<file path="config.mk">
export PLATFORM = sky130hd
export DESIGN_NAME = fastata_pio
export DESIGN_NICKNAME = d
export VERILOG_FILES = /design/src/rtl/fastata_pio.sv
export SDC_FILE = /design/constraint.sdc
export NUM_CORES = 1
export LEC_CHECK = 0
export BUFFER_PORTS_ARGS = -buffer_cell sky130_fd_sc_hd__buf_2
export CAP_MARGIN = 25
export CORE_MARGIN = 2
export CORE_UTILIZATION = 25
export DETAILED_ROUTE_END_ITERATION = 6
export PLACE_DENSITY = 0.52
export SKIP_LAST_GASP = 1
export SYNTH_ARGS = -nofsm -noshare
export SYNTH_HDL_FRONTEND = slang
export SYNTH_SLANG_ARGS = --single-unit
</file>
<file path="constraint.sdc">
create_clock -name CLK -period 5.2 [get_ports CLK]
set_clock_uncertainty 0.2 [all_clocks]
set_input_delay 1.04 -clock CLK [delete_from_list [all_inputs] [get_ports CLK]]
set_output_delay 1.04 -clock CLK [all_outputs]
set_load 0.02 [all_outputs]
</file>
<file path="src/rtl/fastata_pio.sv">
// fastata_pio: Gayle-window IDE/ATA PIO cycle generator with programmable T1/T2/T4/Teoc.
// Define FASTATA_IORDY_EN to add IORDY wait-state extension with timeout.
module fastata_pio #(
    parameter logic [16:0] IDE_BASE = 17'h001B4,
    parameter int          CW       = 6,
    parameter int          T1_RST   = 2,
    parameter int          T2_RST   = 5,
    parameter int          T4_RST   = 1,
    parameter int          TEOC_RST = 1,
    parameter int          TMO      = 255
) (
    input  logic          CLK,
    input  logic          RESET,
    input  logic          TS,
    input  logic          RW,
    input  logic [31:0]   A,
    input  logic          IDEWAIT,
    input  logic          CFG_WE,
    input  logic [1:0]    CFG_SEL,
    input  logic [CW-1:0] CFG_DATA,
    output logic [1:0]    IDECS,
    output logic          IOR,
    output logic          IOW,
    output logic          TA,
    output logic          ACCESS,
    output logic          BUSY,
    output logic          TIMEOUT
);

    typedef enum logic [2:0] {
        IDLE, SETUP, STROBE, IOWAIT, HOLD, RECOVER
    } state_t;

    state_t        state, nstate;
    logic [CW-1:0] cnt, ncnt;
    logic [CW-1:0] t1, t2, t4, teoc;
    logic          cur_rw, cur_a12, n_rw, n_a12;
    logic          pend, pend_rw, pend_a12;
    logic          n_pend, n_pend_rw, n_pend_a12;
    logic          start, act, strb;
    logic [1:0]    cs_q, cs_n;
    logic          ior_q, iow_q, ta_q;
    logic          ior_n, iow_n, ta_n;
    logic          unused_bits;

    // Down-counter reload: a field of 0 behaves like 1.
    function automatic logic [CW-1:0] ld(input logic [CW-1:0] f);
        return (f == '0) ? '0 : f - CW'(1);
    endfunction

    assign ACCESS = (A[31:15] != IDE_BASE);
    assign start  = !TS && !ACCESS;
    assign BUSY   = (state != IDLE) || pend;
    assign IDECS  = cs_q;
    assign IOR    = ior_q;
    assign IOW    = iow_q;
    assign TA     = ta_q;

`ifdef FASTATA_IORDY_EN
    localparam int WW = $clog2(TMO + 1);
    logic [WW-1:0] wcnt, n_wcnt;
    logic          tset, tmo_q;
    assign TIMEOUT     = tmo_q;
    assign unused_bits = ^{A[14:13], A[11:0]};
`else
    assign TIMEOUT     = 1'b0;
    assign unused_bits = ^{IDEWAIT, A[14:13], A[11:0]};
`endif

    always_comb begin
        nstate     = state;
        ncnt       = cnt;
        n_rw       = cur_rw;
        n_a12      = cur_a12;
        n_pend     = pend;
        n_pend_rw  = pend_rw;
        n_pend_a12 = pend_a12;
`ifdef FASTATA_IORDY_EN
        n_wcnt     = wcnt;
        tset       = 1'b0;
`endif
        unique case (state)
            IDLE: begin
                if (pend) begin
                    nstate = SETUP;
                    ncnt   = ld(t1);
                    n_rw   = pend_rw;
                    n_a12  = pend_a12;
                    n_pend = 1'b0;
                end else if (start) begin
                    nstate = SETUP;
                    ncnt   = ld(t1);
                    n_rw   = RW;
                    n_a12  = A[12];
                end
            end
            SETUP: begin
                if (cnt == '0) begin
                    nstate = STROBE;
                    ncnt   = ld(t2);
                end else begin
                    ncnt = cnt - CW'(1);
                end
            end
            STROBE: begin
                if (cnt == '0) begin
`ifdef FASTATA_IORDY_EN
                    if (!IDEWAIT) begin
                        nstate = IOWAIT;
                        n_wcnt = WW'(TMO - 1);
                    end else begin
                        nstate = HOLD;
                        ncnt   = ld(t4);
                    end
`else
                    nstate = HOLD;
                    ncnt   = ld(t4);
`endif
                end else begin
                    ncnt = cnt - CW'(1);
                end
            end
            IOWAIT: begin
`ifdef FASTATA_IORDY_EN
                if (IDEWAIT) begin
                    nstate = HOLD;
                    ncnt   = ld(t4);
                end else if (wcnt == '0) begin
                    nstate = HOLD;
                    ncnt   = ld(t4);
                    tset   = 1'b1;
                end else begin
                    n_wcnt = wcnt - WW'(1);
                end
`else
                nstate = IDLE;
`endif
            end
            HOLD: begin
                if (cnt == '0) begin
                    nstate = RECOVER;
                    ncnt   = ld(teoc);
                end else begin
                    ncnt = cnt - CW'(1);
                end
            end
            RECOVER: begin
                if (cnt == '0) nstate = IDLE;
                else           ncnt   = cnt - CW'(1);
            end
            default: nstate = IDLE;
        endcase
        // Only one start can queue behind the running cycle.
        if (state != IDLE && start && !pend) begin
            n_pend     = 1'b1;
            n_pend_rw  = RW;
            n_pend_a12 = A[12];
        end
    end

    always_comb begin
        act   = (nstate == SETUP) || (nstate == STROBE) ||
                (nstate == IOWAIT) || (nstate == HOLD);
        strb  = (nstate == STROBE) || (nstate == IOWAIT);
        cs_n  = act ? (n_a12 ? 2'b01 : 2'b10) : 2'b11;
        ior_n = !(strb && n_rw);
        iow_n = !(strb && !n_rw);
        ta_n  = !(nstate == HOLD && state != HOLD);
    end

    always_ff @(posedge CLK or negedge RESET) begin
        if (!RESET) begin
            state    <= IDLE;
            cnt      <= '0;
            cur_rw   <= 1'b1;
            cur_a12  <= 1'b0;
            pend     <= 1'b0;
            pend_rw  <= 1'b1;
            pend_a12 <= 1'b0;
            cs_q     <= 2'b11;
            ior_q    <= 1'b1;
            iow_q    <= 1'b1;
            ta_q     <= 1'b1;
        end else begin
            state    <= nstate;
            cnt      <= ncnt;
            cur_rw   <= n_rw;
            cur_a12  <= n_a12;
            pend     <= n_pend;
            pend_rw  <= n_pend_rw;
            pend_a12 <= n_pend_a12;
            cs_q     <= cs_n;
            ior_q    <= ior_n;
            iow_q    <= iow_n;
            ta_q     <= ta_n;
        end
    end

    always_ff @(posedge CLK or negedge RESET) begin
        if (!RESET) begin
            t1   <= CW'(T1_RST);
            t2   <= CW'(T2_RST);
            t4   <= CW'(T4_RST);
            teoc <= CW'(TEOC_RST);
        end else if (CFG_WE) begin
            unique case (CFG_SEL)
                2'd0:    t1   <= CFG_DATA;
                2'd1:    t2   <= CFG_DATA;
                2'd2:    t4   <= CFG_DATA;
                default: teoc <= CFG_DATA;
            endcase
        end
    end

`ifdef FASTATA_IORDY_EN
    always_ff @(posedge CLK or negedge RESET) begin
        if (!RESET) begin
            wcnt  <= '0;
            tmo_q <= 1'b0;
        end else begin
            wcnt <= n_wcnt;
            if (tset)        tmo_q <= 1'b1;
            else if (CFG_WE) tmo_q <= 1'b0;
        end
    end
`endif

endmodule

</file>
Yosys cells after proc, flatten, opt, wreduce, memory -nomap -nowiden
Index checks and enable logic that the tools add are counted.
{"block": "totals", "reg_bits": 43, "wordCells": 97, "input_bits": 46, "latch_bits": 0, "mem_bits_rw": 0, "output_inout_bits": 8, "n_memories": 0, "mem_bits_ro": 0}
{"block": "op_classes", "mux": 28, "shift": 0, "n_reduce_logical": 34, "div": 0, "add_sub_neg": 5, "bitwise_logic": 1, "n_eq_ne": 14, "order_cmp": 0, "mul": 0}
{"cell": "6-bit 2-to-1 mux", "n": 10}
{"cell": "6-bit logical NOT", "n": 5}
{"cell": "6-bit one-hot mux with 5 select lines", "n": 1}
{"cell": "6-bit by 1-bit subtractor with 6-bit output, second input constant", "n": 5}
{"cell": "3-bit 2-to-1 mux", "n": 6}
{"cell": "17-bit by 9-bit != test with 1-bit output, second input constant", "n": 1}
{"cell": "3-bit one-hot mux with 5 select lines", "n": 1}
{"cell": "3-bit by 2-bit == test with 1-bit output, second input constant", "n": 3}
{"cell": "3-bit == test, second input constant", "n": 3}
{"cell": "1-bit 2-to-1 mux", "n": 8}
{"cell": "2-bit AND reduction", "n": 4}
{"cell": "1-bit logical NOT", "n": 7}
{"cell": "3-bit by 1-bit == test with 1-bit output, second input constant", "n": 2}
{"cell": "1-bit logical AND", "n": 6}
{"cell": "3-bit != test, second input constant", "n": 2}
{"cell": "1-bit logical OR", "n": 5}
{"cell": "5-bit nonzero test", "n": 1}
{"cell": "2-bit 2-to-1 mux", "n": 2}
{"cell": "3-bit logical NOT", "n": 1}
{"cell": "3-bit AND reduction", "n": 1}
{"cell": "3-bit nonzero test", "n": 1}
{"cell": "3-bit OR reduction", "n": 1}
{"cell": "2-bit by 1-bit == test with 1-bit output, second input constant", "n": 1}
{"cell": "2-bit == test, second input constant", "n": 1}
{"cell": "4 further kinds", "n": 4}

Logic depth before layout (Yosys ltp)
{"block": "logic_depth", "ltp_word": 11, "depth_mapped": 9}

Least setup slack after synthesis
Ideal clock, no wire load.
{"block": "synth_timing", "path_type": "input to output", "from": "input A[16]", "to": "output ACCESS", "t_arrival_ns": 1.714, "stages": 3, "path_slack_ns": 2.246, "path_cell_list": "nor4b_1 nand3_1 nand2b_1"}
{"block": "synth_via", "elab_chain_len": 1}
{"element": "start, declared", "line_no": "16", "text": "input logic [31:0] A,"}
{"element": "17-bit by 9-bit != test with 1-bit output", "line_no": "51", "text": "assign ACCESS = (A[31:15] != IDE_BASE);"}
{"element": "end, declared", "line_no": "25", "text": "output logic ACCESS,"}
Every way passes these cells.

Final worst setup path
{"block": "layout_timing", "from": "register state[0]", "to": "output BUSY"}
{"block": "layout_via", "elab_chain_len": 2}
{"element": "start, declared", "line_no": "34", "text": "state_t state, nstate;"}
{"element": "start signal, assigned", "line_no": "185", "text": "state <= nstate;"}
{"element": "3-bit nonzero test", "line_no": "53", "text": "assign BUSY = (state != IDLE) || pend;"}
{"element": "1-bit logical OR", "line_no": "53"}
{"element": "end, declared", "line_no": "26", "text": "output logic BUSY,"}
Every way passes these cells.

==> impl_metrics.json <==
{
  "drt_pass1_iterations": 4,
  "synthesis.area_per_instance_sq_um": 9.536,
  "drv_slew": 0,
  "outcome": "finished, final reports clean",
  "start_util_pct": 25.52,
  "setup_viol": 0,
  "routability_driven_placement_congestion_ratio": 0.8074,
  "rsz_0062_raised_after_global_routing": "no",
  "buffer_ports.inserted": 37,
  "synth-compound-area-share_pct": 13.79,
  "antenna_left": 0,
  "slew-limit-headroom_pct": 54.39,
  "overflow": 0,
  "post_synth_xor_area_fraction_pct": 3.340,
  "synth-adder-area-share_pct": 4.294,
  "ff_latch_area_sq_um": 1091,
  "synth_top_family_by_area": "simple AND/OR/NAND/NOR gates",
  "worst_path_dominant_cell_family": "simple AND/OR/NAND/NOR gates",
  "pwr_density_cell_nw_per_um2": 396.1,
  "yosys-top-cells-area": "sky130_fd_sc_hd__dfrtp_1 30%, sky130_fd_sc_hd__dfstp_2 12%, sky130_fd_sc_hd__mux2_2 10%",
  "critical_path.startpoint_type": "register",
  "post_cts_resize_count": 0,
  "cts_root_buf": "sky130_fd_sc_hd__clkbuf_8",
  "mappedNetlistNets": 330,
  "asyncSetResetFlopFracSynth_pct": 100.0,
  "layout.cells.most_common": "sky130_fd_sc_hd__buf_2",
  "num_antenna_cells": 0,
  "final-hold-violation-count": 0,
  "highest_count_cells_in_the_layout_ignoring_fill_and_taps": "37 x sky130_fd_sc_hd__buf_2, 31 x sky130_fd_sc_hd__dfrtp_1, 26 x sky130_fd_sc_hd__nand2_1, 24 x sky130_fd_sc_hd__mux2_2, 22 x sky130_fd_sc_hd__nor2_1",
  "synthCells": 275,
  "floorplan.die_area_sq_um": 11330,
  "grtUsageTotal_pct": 10.84,
  "core_region_area_sq_um": 10280,
  "synthSimpleGateAreaFrac_pct": 20.61,
  "worst-endpoint-arrival_ps": 1960,
  "path_clk_slew_ps": 80,
  "clock_sink_count": 43,
  "synth_area_sq_um": 2623,
  "netlist-cell-type-count": 50,
  "num-fill-cells": 1081,
  "clkLatencyLatePin_ps": 290,
  "antenna_found_initial": 0,
  "tritoncts.num_buffers": 5,
  "max-vdd-ir-drop_uv": 179.2,
  "synth_enable_flop_cells": 0,
  "clock_tree.buffer_depth": 2,
  "worst_setup_path_end_kind": "output port",
  "dp_hpwl_mm": 4.497,
  "flow.area_growth_from_synthesis_pct": 17.80,
  "post-layout-total-power_mw": 1.224,
  "grt_max_degree": 44,
  "critical_path_required_ps": 3960,
  "seq_area_frac_synth_pct": 41.60,
  "post-synth-top-area-cell": "sky130_fd_sc_hd__dfrtp_1",
  "clock_tree_from_tritoncts": "yes",
  "fin_hold_ws_ps": 316.2,
  "layout-drive-gt1-share_pct": 28.34,
  "postCtsSetupBuffers": 0,
  "cp_cell_sequence": "nor3_1, nand2_1, buf_2",
  "die_span_in_x_microns": 106.4,
  "maxClockFrequency_ghz": 0.3126,
  "drtIter0Drc": 67,
  "setup_total_negative_slack_ps": 0,
  "post-synth-top-area-fraction_pct": 29.58,
  "maxCapViolations": 0,
  "io_pins": 54,
  "synthMuxAreaShare_pct": 12.21,
  "timing.final.crit_period_ps": 3199,
  "synth-warning-count": 0,
  "layout_worst_path_cycle_share_pct": 61.51,
  "worstSetupPathType": "register to output port",
  "routed_wirelength_mm": 5.819,
  "final_worst_path_setup_slack_ps": 2001,
  "wirelength_per_cell_microns": 12.93,
  "multi_input_area_sq_um": 1426,
  "cp_slowest_cell": "sky130_fd_sc_hd__nor3_1",
  "postCtsHoldBufs": 0,
  "synth-seq-cells": 43,
  "die_height_microns": 106.4,
  "static_leakage_nw": 1.243,
  "timing.critical_path.buf_inv": 1,
  "rows": 37,
  "grt_pass1_wl_mm": 9.832,
  "routed-via-count": 2129,
  "place_ws_ps": 1991,
  "first_global_vias": 2001,
  "routed_via_density": 4.731,
  "synth_ff_type": "sky130_fd_sc_hd__dfrtp_1",
  "postLayoutCoreUtil_pct": 30.06,
  "timing.hold.worst.class": "register to register",
  "max_stage_delay_on_crit_path_ps": 660,
  "worst-path-max-fanout": 19,
  "worst-slew-pin-transition_ps": 678.9,
  "htree_levels": 2,
  "finish.net_count": 368,
  "drc_errors": 0
}
==> per-stage QoR <==
stage | cell area (sq um) | cells
finish | 3089 | 450
global route | 3089 | 450
CTS | 3054 | 448
detailed placement | 2937 | 440
global placement | 2937 | 440
floorplan | 2623 | 275
==> final cells by class <==
type / count / share of cell area (%)
inverter: 17 / 2.066
sequential: 43 / 35.32
timing repair buffer: 39 / 7.128
clock buffer: 6 / 2.673
tap: 136 / 5.508
multi-input combinational: 207 / 46.17
clock inverter: 2 / 1.134
==> kinds of logic (layout without fill, tap and decap cells) <==
| group | count (synthesis) | count (layout) |
|---|---|---|
| simple gates | 102 | 102 |
| buf+inv | 25 | 64 |
| xor+xnor | 10 | 10 |
| other cells | 1 | 1 |
| mux | 29 | 29 |
| fa+ha+maj | 9 | 9 |
| flops | 43 | 43 |
| compound gates | 56 | 56 |
==> layer usage <==
metal  global-route usage [%]  share of wire [%]  routed length (microns)  vias up
li1                         -                  -                        -     1069
met2                    18.09                 46                     2683       51
met3                    2.269                4.3                      250        4
met5                        0                  0                        0        -
met4                    2.505               0.67                       39        0
met1                    14.40                 49                     2846     1005
==> worst reg2reg max path: stages, from the launching register on <==
cell,delay [ps]
sky130_fd_sc_hd__dfrtp_1,590
sky130_fd_sc_hd__nor3_1,660
sky130_fd_sc_hd__nand2_1,210
sky130_fd_sc_hd__o211ai_2,490
sky130_fd_sc_hd__mux2i_1,240
sky130_fd_sc_hd__o21ai_1,80
==> sequential cells by signal (all words and copies together) (netlist names) <==
name / cells
pend: 1
IOW: 1
TA: 1
cnt: 6
pend_a12: 1
t2: 6
teoc: 6
IOR: 1
t4: 6
cur_rw: 1
cur_a12: 1
state: 3
t1: 6
IDECS: 2
pend_rw: 1
==> cells in the mapped netlist (all sizes together), types with 6 or more instances <==
| cell | instances |
|---|---|
| a21oi | 10 |
| buf | 6 |
| dfrtp | 31 |
| dfstp | 12 |
| ha | 9 |
| inv | 17 |
| mux2 | 24 |
| nand2 | 26 |
| nand2b | 6 |
| nand3 | 6 |
| nor2 | 23 |
| nor3 | 13 |
| o21ai | 19 |
| o22ai | 10 |
| xnor2 | 7 |
==> where the power goes <==
part | internal, mW | switching (mW)
registers | 0.415 | 0.110
clock network | 0.155 | 0.114
logic | 0.206 | 0.224
==> path summary, 6_finish.rpt <==
| path | from | to | slack (ps) | depth (start not counted) |
|---|---|---|---|---|
| worst max register to register | state[0] | cnt[4] | 2610 | 5 |
| min in group asynchronous | RESET | cnt[3] | 500 | 1 |
| worst min register to register | pend_a12 | pend_a12 | 320 | 1 |
| worst min-delay path | pend_a12 | pend_a12 | 320 | 1 |
| max in group asynchronous | RESET | t2[2] | 3740 | 2 |
| worst max-delay path | state[0] | BUSY | 2000 | 3 |
No activity file was read; power rests on OpenSTA's default activity.
